<file path="config.mk">
export PLATFORM = sky130hd
export DESIGN_NAME = sha256_msg_pack
export DESIGN_NICKNAME = d
export VERILOG_FILES = /design/src/rtl/sha256_msg_pack.sv
export SDC_FILE = /design/constraint.sdc
export NUM_CORES = 1
export LEC_CHECK = 0
export CAP_MARGIN = 30
export CELL_PAD_IN_SITES_DETAIL_PLACEMENT = 1
export CELL_PAD_IN_SITES_GLOBAL_PLACEMENT = 1
export CORE_ASPECT_RATIO = 0.5
export CORE_UTILIZATION = 37
export DETAILED_ROUTE_END_ITERATION = 16
export PLACE_DENSITY_LB_ADDON = 0.1
export SLEW_MARGIN = 30
export SYNTH_ARGS = -nofsm -noshare
export SYNTH_HDL_FRONTEND = slang
export SYNTH_SLANG_ARGS = --single-unit
</file>
<file path="constraint.sdc">
create_clock -name clk -period 3.35 [get_ports clk]
set_clock_uncertainty 0.15 [all_clocks]
set_input_delay 0.8375 -clock clk [delete_from_list [all_inputs] [get_ports clk]]
set_output_delay 0.8375 -clock clk [all_outputs]
set_load 0.03 [all_outputs]
</file>
<file path="src/rtl/sha256_msg_pack.sv">
// sha256_msg_pack: packs IN_BYTES-wide input beats into 256-bit message
// words for the SHA-256 core. Byte j of a word lands at out_data[8*j+:8].
//
// state | meaning
// IDLE  | cnt == 0, no partial word held
// FILL  | cnt != 0, cnt beats of the current word collected
module sha256_msg_pack #(
    parameter int IN_BYTES = 4
) (
    input  logic                  clk,
    input  logic                  rst_n,
    input  logic [8*IN_BYTES-1:0] in_data,
    input  logic                  in_vld,
    input  logic                  in_last,
    output logic                  in_rdy,
    input  logic                  flush,
    output logic [255:0]          out_data,
    output logic                  out_vld,
    output logic                  err_short,
    output logic [31:0]           word_cnt,
    output logic [15:0]           err_cnt
);

    localparam int BEATS = 32 / IN_BYTES;
    localparam int CW    = (BEATS > 1) ? $clog2(BEATS) : 1;
    localparam int LW    = 8 * IN_BYTES;
    localparam logic [CW-1:0] CNT_END = CW'(BEATS - 1);

    logic          in_rdy_q,    in_rdy_d;
    logic [CW-1:0] cnt_q,       cnt_d;
    logic [255:0]  asm_q,       asm_d;
    logic [255:0]  out_data_q,  out_data_d;
    logic          out_vld_q,   out_vld_d;
    logic          err_short_q, err_short_d;
    logic [31:0]   word_cnt_q,  word_cnt_d;
    logic [15:0]   err_cnt_q,   err_cnt_d;

    logic          accept;
    logic [255:0]  full_word;
    int            lane_lsb;

    // Beat acceptance, lane write, word completion and short-word handling.
    always_comb begin
        in_rdy_d    = 1'b1;
        cnt_d       = cnt_q;
        asm_d       = asm_q;
        out_data_d  = out_data_q;
        out_vld_d   = 1'b0;
        err_short_d = 1'b0;
        word_cnt_d  = word_cnt_q;
        err_cnt_d   = err_cnt_q;

        accept    = in_vld && in_rdy_q;
        lane_lsb  = int'(cnt_q) * LW;
        full_word = asm_q;
        full_word[lane_lsb +: LW] = in_data;

        if (flush) begin
            // flush wins over a simultaneous beat; the beat is dropped
            cnt_d = '0;
        end else if (accept) begin
            if (cnt_q == CNT_END) begin
                cnt_d      = '0;
                asm_d      = full_word;
                out_data_d = full_word;
                out_vld_d  = 1'b1;
                word_cnt_d = word_cnt_q + 32'd1;
            end else if (in_last) begin
                cnt_d       = '0;
                err_short_d = 1'b1;
                if (err_cnt_q != 16'hFFFF) begin
                    err_cnt_d = err_cnt_q + 16'd1;
                end
            end else begin
                cnt_d = cnt_q + CW'(1);
                asm_d = full_word;
            end
        end
    end

    // State registers with asynchronous active-low clear.
    always_ff @(posedge clk or negedge rst_n) begin
        if (!rst_n) begin
            in_rdy_q    <= 1'b0;
            cnt_q       <= '0;
            asm_q       <= '0;
            out_data_q  <= '0;
            out_vld_q   <= 1'b0;
            err_short_q <= 1'b0;
            word_cnt_q  <= '0;
            err_cnt_q   <= '0;
        end else begin
            in_rdy_q    <= in_rdy_d;
            cnt_q       <= cnt_d;
            asm_q       <= asm_d;
            out_data_q  <= out_data_d;
            out_vld_q   <= out_vld_d;
            err_short_q <= err_short_d;
            word_cnt_q  <= word_cnt_d;
            err_cnt_q   <= err_cnt_d;
        end
    end

    assign in_rdy    = in_rdy_q;
    assign out_data  = out_data_q;
    assign out_vld   = out_vld_q;
    assign err_short = err_short_q;
    assign word_cnt  = word_cnt_q;
    assign err_cnt   = err_cnt_q;

endmodule

</file>
== Word level (Yosys, flattened, before mapping) ==
Cells that the tools add are included.
Word-level totals
  word-level logic and storage cells: 38
  input port bits: 37
  output and inout bits: 307
  flip-flop bits (word level): 566
Operators by class
  add/sub/neg operators: 4
  bitwise gates (word level): 2
  reduce and logical (&&, ||, !) cells: 5
  equal/unequal tests: 3
  multiplexer cells: 14
  shifts and indexed selects: 2
Operators by type and width (number)
  256-bit 2-to-1 mux: 2
  256-bit bitwise mux: 1
  32-bit by 33-bit variable shift with 256-bit output (first input constant): 1
  32-bit by 33-bit variable part select with 256-bit output: 1
  8-bit negation with 33-bit output: 1
  32-bit by 1-bit adder with 32-bit output (second input constant): 1
  16-bit by 1-bit adder with 16-bit output (second input constant): 1
  16-bit != test (second input constant): 1
  3-bit 2-to-1 mux: 4
  1-bit 2-to-1 mux: 7
  3-bit AND reduction: 2
  5-bit AND reduction: 1
  3-bit by 1-bit adder with 3-bit output (second input constant): 1
  3-bit equality test (second input constant): 1
  2-bit by 1-bit != test with 1-bit output (second input constant): 1
  1-bit inverter: 2
  2-bit nonzero test: 1
  1-bit logical AND: 1

== Depth between registers and ports, before layout ==
  depth in word-level cells: 5
  mapped depth: 12
  depth with buffers taken out: 7

== Worst setup path after synthesis ==
Ideal clock, no wire load.
  kind: register -> register
  from: register cnt_q[0]
  to: register asm_q[232]
  data arrival time: 3.083 ns
  setup time: 0.125 ns
  clock period less this slack: 3.358 ns
  cell stages (with the launch flop): 12
  buffers on the path: 5
  slack: -0.008 ns
  cells stage by stage: dfrtp_1 > buf_2 > buf_1 > inv_1 > ha_1 > ha_1 > or4b_1 > buf_2 > or3_1 > buf_4 > buf_6 > mux2_4
Between the ends
  cells in the longest elaborated chain, start to end: 5
Ends and longest elaborated chain
  from (decl): line 30  | logic [CW-1:0] cnt_q, cnt_d;
  from (signal assigned): line 94  | cnt_q <= cnt_d;
  8-bit negation with 33-bit output: line 56  | full_word[lane_lsb +: LW] = in_data;
  32-bit by 33-bit variable part select with 256-bit output or 32-bit by 33-bit variable shift with 256-bit output (tied branches): line 56
  256-bit bitwise mux: line 56
  256-bit 2-to-1 mux: line 68  | end else if (in_last) begin
  256-bit 2-to-1 mux: line 62  | if (cnt_q == CNT_END) begin
  to (signal assigned): line 95  | asm_q <= asm_d;
  to (decl): line 31  | logic [255:0] asm_q, asm_d;
Several ways; a longest one is shown, not always the timed one. The select of a mux whose other input is x is not followed.
A chain may end at the register's enable or synchronous reset.

== Final worst setup path ==
  from: register cnt_q[0]
  to: register asm_q[239]
Same word-level chain as after synthesis.

==> metrics.txt <==
Yosys top cell area share 59.2%; endpoints failing setup 0; dominant cells by area after synthesis dfrtp_1 59%, o21ai_0 8.5%, nand2_1 7.6%; EDFF count, synth 0; Data arrival, critical path 3.32 ns; #FFs+latches synth 566; crit path from cnt_q[0]; Initial DRC Count 1,135; Worst-Skew Late Latency 0.60 ns; crit path max-delay cell type or4b_2; crit path max fanout 22; core footprint 0.0635 mm2; CTS tree done; period utilization 89.3%; Slew Limit Fails 0; Vias 17,500; Clock Pin Slew Worst Setup and Hold Paths 0.07 ns; Most used DFF post-synth dfrtp_1; final hold viol count 0; Routed WL 69,800 um; relative slew slack 44.3%; Slew @ Worst Pin 0.828 ns; Post-Synthesis Net Count 2,341; initial core utilization 37.7%; Mapped Area 0.0239 mm2; register area share after synthesis 59.2%; leakage power 13.7 nW; CTS Buf Count 54; Root Driver clkbuf_16; WS Path Type flop to flop; # hold bufs at CTS 0; CTS max path bufs 3; Final Hold Slack 0.0210 ns; vias in the first global route 17,900; Max VDD drop 0.000347 V; Layout area overhead 27.4%; global-route wire length before repair 110,000 um; nets 2,647; DRT antenna net count 0; commonest non-fill, non-tap cell in the layout dfrtp_1; Initial DRT Pass Iterations 4; slowest stage delay, CP 0.68 ns; Die H 182 um; Yosys warning count 0; fraction of layout cells with a size suffix above 1 11.0%; CP Launch Type flop; Req. time, crit path 3.67 ns; Buf+Inv Stages, Crit Path 2; DRC viols 0; fin crit period 2.99 ns; max-cap viol count 0; CTS H-Tree Depth 2; most frequent CP cell ha_1; worst path cell trace inv_1 > ha_1 > ha_1 > or4b_2 > or3_2 > buf_4 > mux2_4; I/O pin cnt 344; critical path endpoint category flop; initial antenna violation count 2; port bufs 343; Pwr Density 468 mW/mm2; Sink Count 566; leading area contributor after synthesis dfrtp_1; largest net degree at the start of global routing 208; status complete, no violations; Global Route Usage Sum 21.4%; vias per inst 4.97; Post-DP HPWL 48,300 um; RD Place Congestion 0.806; total gr overflow 0; distinct cell type count after synthesis 44; fmax 334 MHz; Mapped Avg Cell Area 10.4 um2; fillers 6,971; most frequent cells in the layout 565 x dfrtp_1, 483 x nand2_1, 406 x o21ai_0, 342 x clkdlybuf4s50_1, 170 x mux2i_1; RSZ-0062 raised after global routing no; CP delay by family, top simple AND/OR/NAND/NOR gates; die area 0.0658 mm2; Routed WL per cell 19.8 um; row cnt 65; HP Class primary input to async pin; Resize count post-CTS 0; worst r2r src cnt_q[0]; ys async rst share 100%; post-synthesis cell count 2,297; die width 362 um; setup_tns 0 ns; setup bufs post-CTS 0
-- sequential cells by signal (all words and copies together) (netlist names) --
register	count
err_cnt	16
asm_q	256
out_vld	1
word_cnt	32
err_short	1
cnt_q	3
out_data	256
in_rdy	1
-- cell type report --
cell class                      count  area (um2)  area share, %
Sequential cell                   566       14200           46.4
Antenna cell                        1        2.50        0.00821
Clock inverter                     20         231          0.759
Tap cell                          871        1090           3.57
Inverter                            7        26.3         0.0862
Multi-Input combinational cell   1549        9090           29.8
Timing Repair Buffer              425        4320           14.2
Clock buffer                       77        1570           5.15
-- synth_stat cells, types with 5 or more instances --
cell type,number
xor2_1,9
nand4_1,28
buf_2,10
clkbuf_1,133
mux2_4,16
ha_1,7
o21ai_0,406
nand3_1,19
buf_1,20
nor2_1,102
nand2_1,486
or3_1,5
mux2i_1,170
and3_1,7
mux2_2,89
and2_1,33
nand3b_1,11
nor3_1,7
inv_1,7
xnor2_1,37
dfrtp_1,566
buf_4,5
a21oi_1,86
-- path summary, 6_finish.rpt --
check / cells past startpoint / endpoint / slack (ns)
min: 1 / out_data[205] / 0.02
max: 7 / asm_q[239] / 0.36
max in group asynchronous: 3 / out_data[231] / 2.09
max reg2reg: 7 / asm_q[239] / 0.36
min reg2reg: 1 / word_cnt[31] / 0.32
min in group clk: 1 / word_cnt[31] / 0.32
-- per-layer routing --
metal	global-route usage, %	vias to the layer above	part of all wire [%]
met5	0	-	0
met4	3.64	0	1.4
met3	3.21	73	3.2
met2	34.3	216	47
met1	30.9	8785	48
li1	-	8387	-
-- worst register-to-register path: stages, from the launching register on --
cell and delay [ns]:
dfrtp_2 0.35, inv_1 0.12, ha_1 0.25, ha_1 0.28
or4b_2 0.68, or3_2 0.45, buf_4 0.25, mux2_4 0.34
-- cell families (layout without fill, tap and decap cells) --
kind of cell	Yosys count	after routing	synth area share [%]
and+or+nand+nor	723	723	12.9
DFF	566	566	59.2
AOI/OAI and AO/OA	497	497	10.5
muxes	275	275	12.3
buffers and inverters	182	529	3.10
xor gates and xnor gates	46	46	1.68
adders and majority gates	7	7	0.366
other	1	2	0.0157
-- power breakdown --
group	leakage [nW]	internal (W)	total, W	switching [W]
sequential	7.84	0.00698	0.00708	0.0000967
clock	0.896	0.00363	0.00636	0.00273
combinational	4.96	0.000336	0.000820	0.000485
-- through the flow --
| step | worst slack [ns] | utilization (%) | total power (W) | cell area [um2] | cells |
|---|---|---|---|---|---|
| 3_5_place_dp | 0.222 | 45.2 | 0.00804 | 28700 | 3418 |
| 2_1_floorplan | 0.133 | - | 0.00757 | 23900 | 2297 |
| 3_3_place_gp | 0.261 | 45.2 | 0.00801 | 28700 | 3418 |
| 5_1_grt | 0.223 | 48.0 | 0.0148 | 30500 | 3515 |
| 6_report | 0.357 | 48.0 | 0.0143 | 30500 | 3516 |
| 4_1_cts | 0.341 | 48.0 | 0.0145 | 30500 | 3515 |
Note: power is estimated with default switching activity, not from simulation.
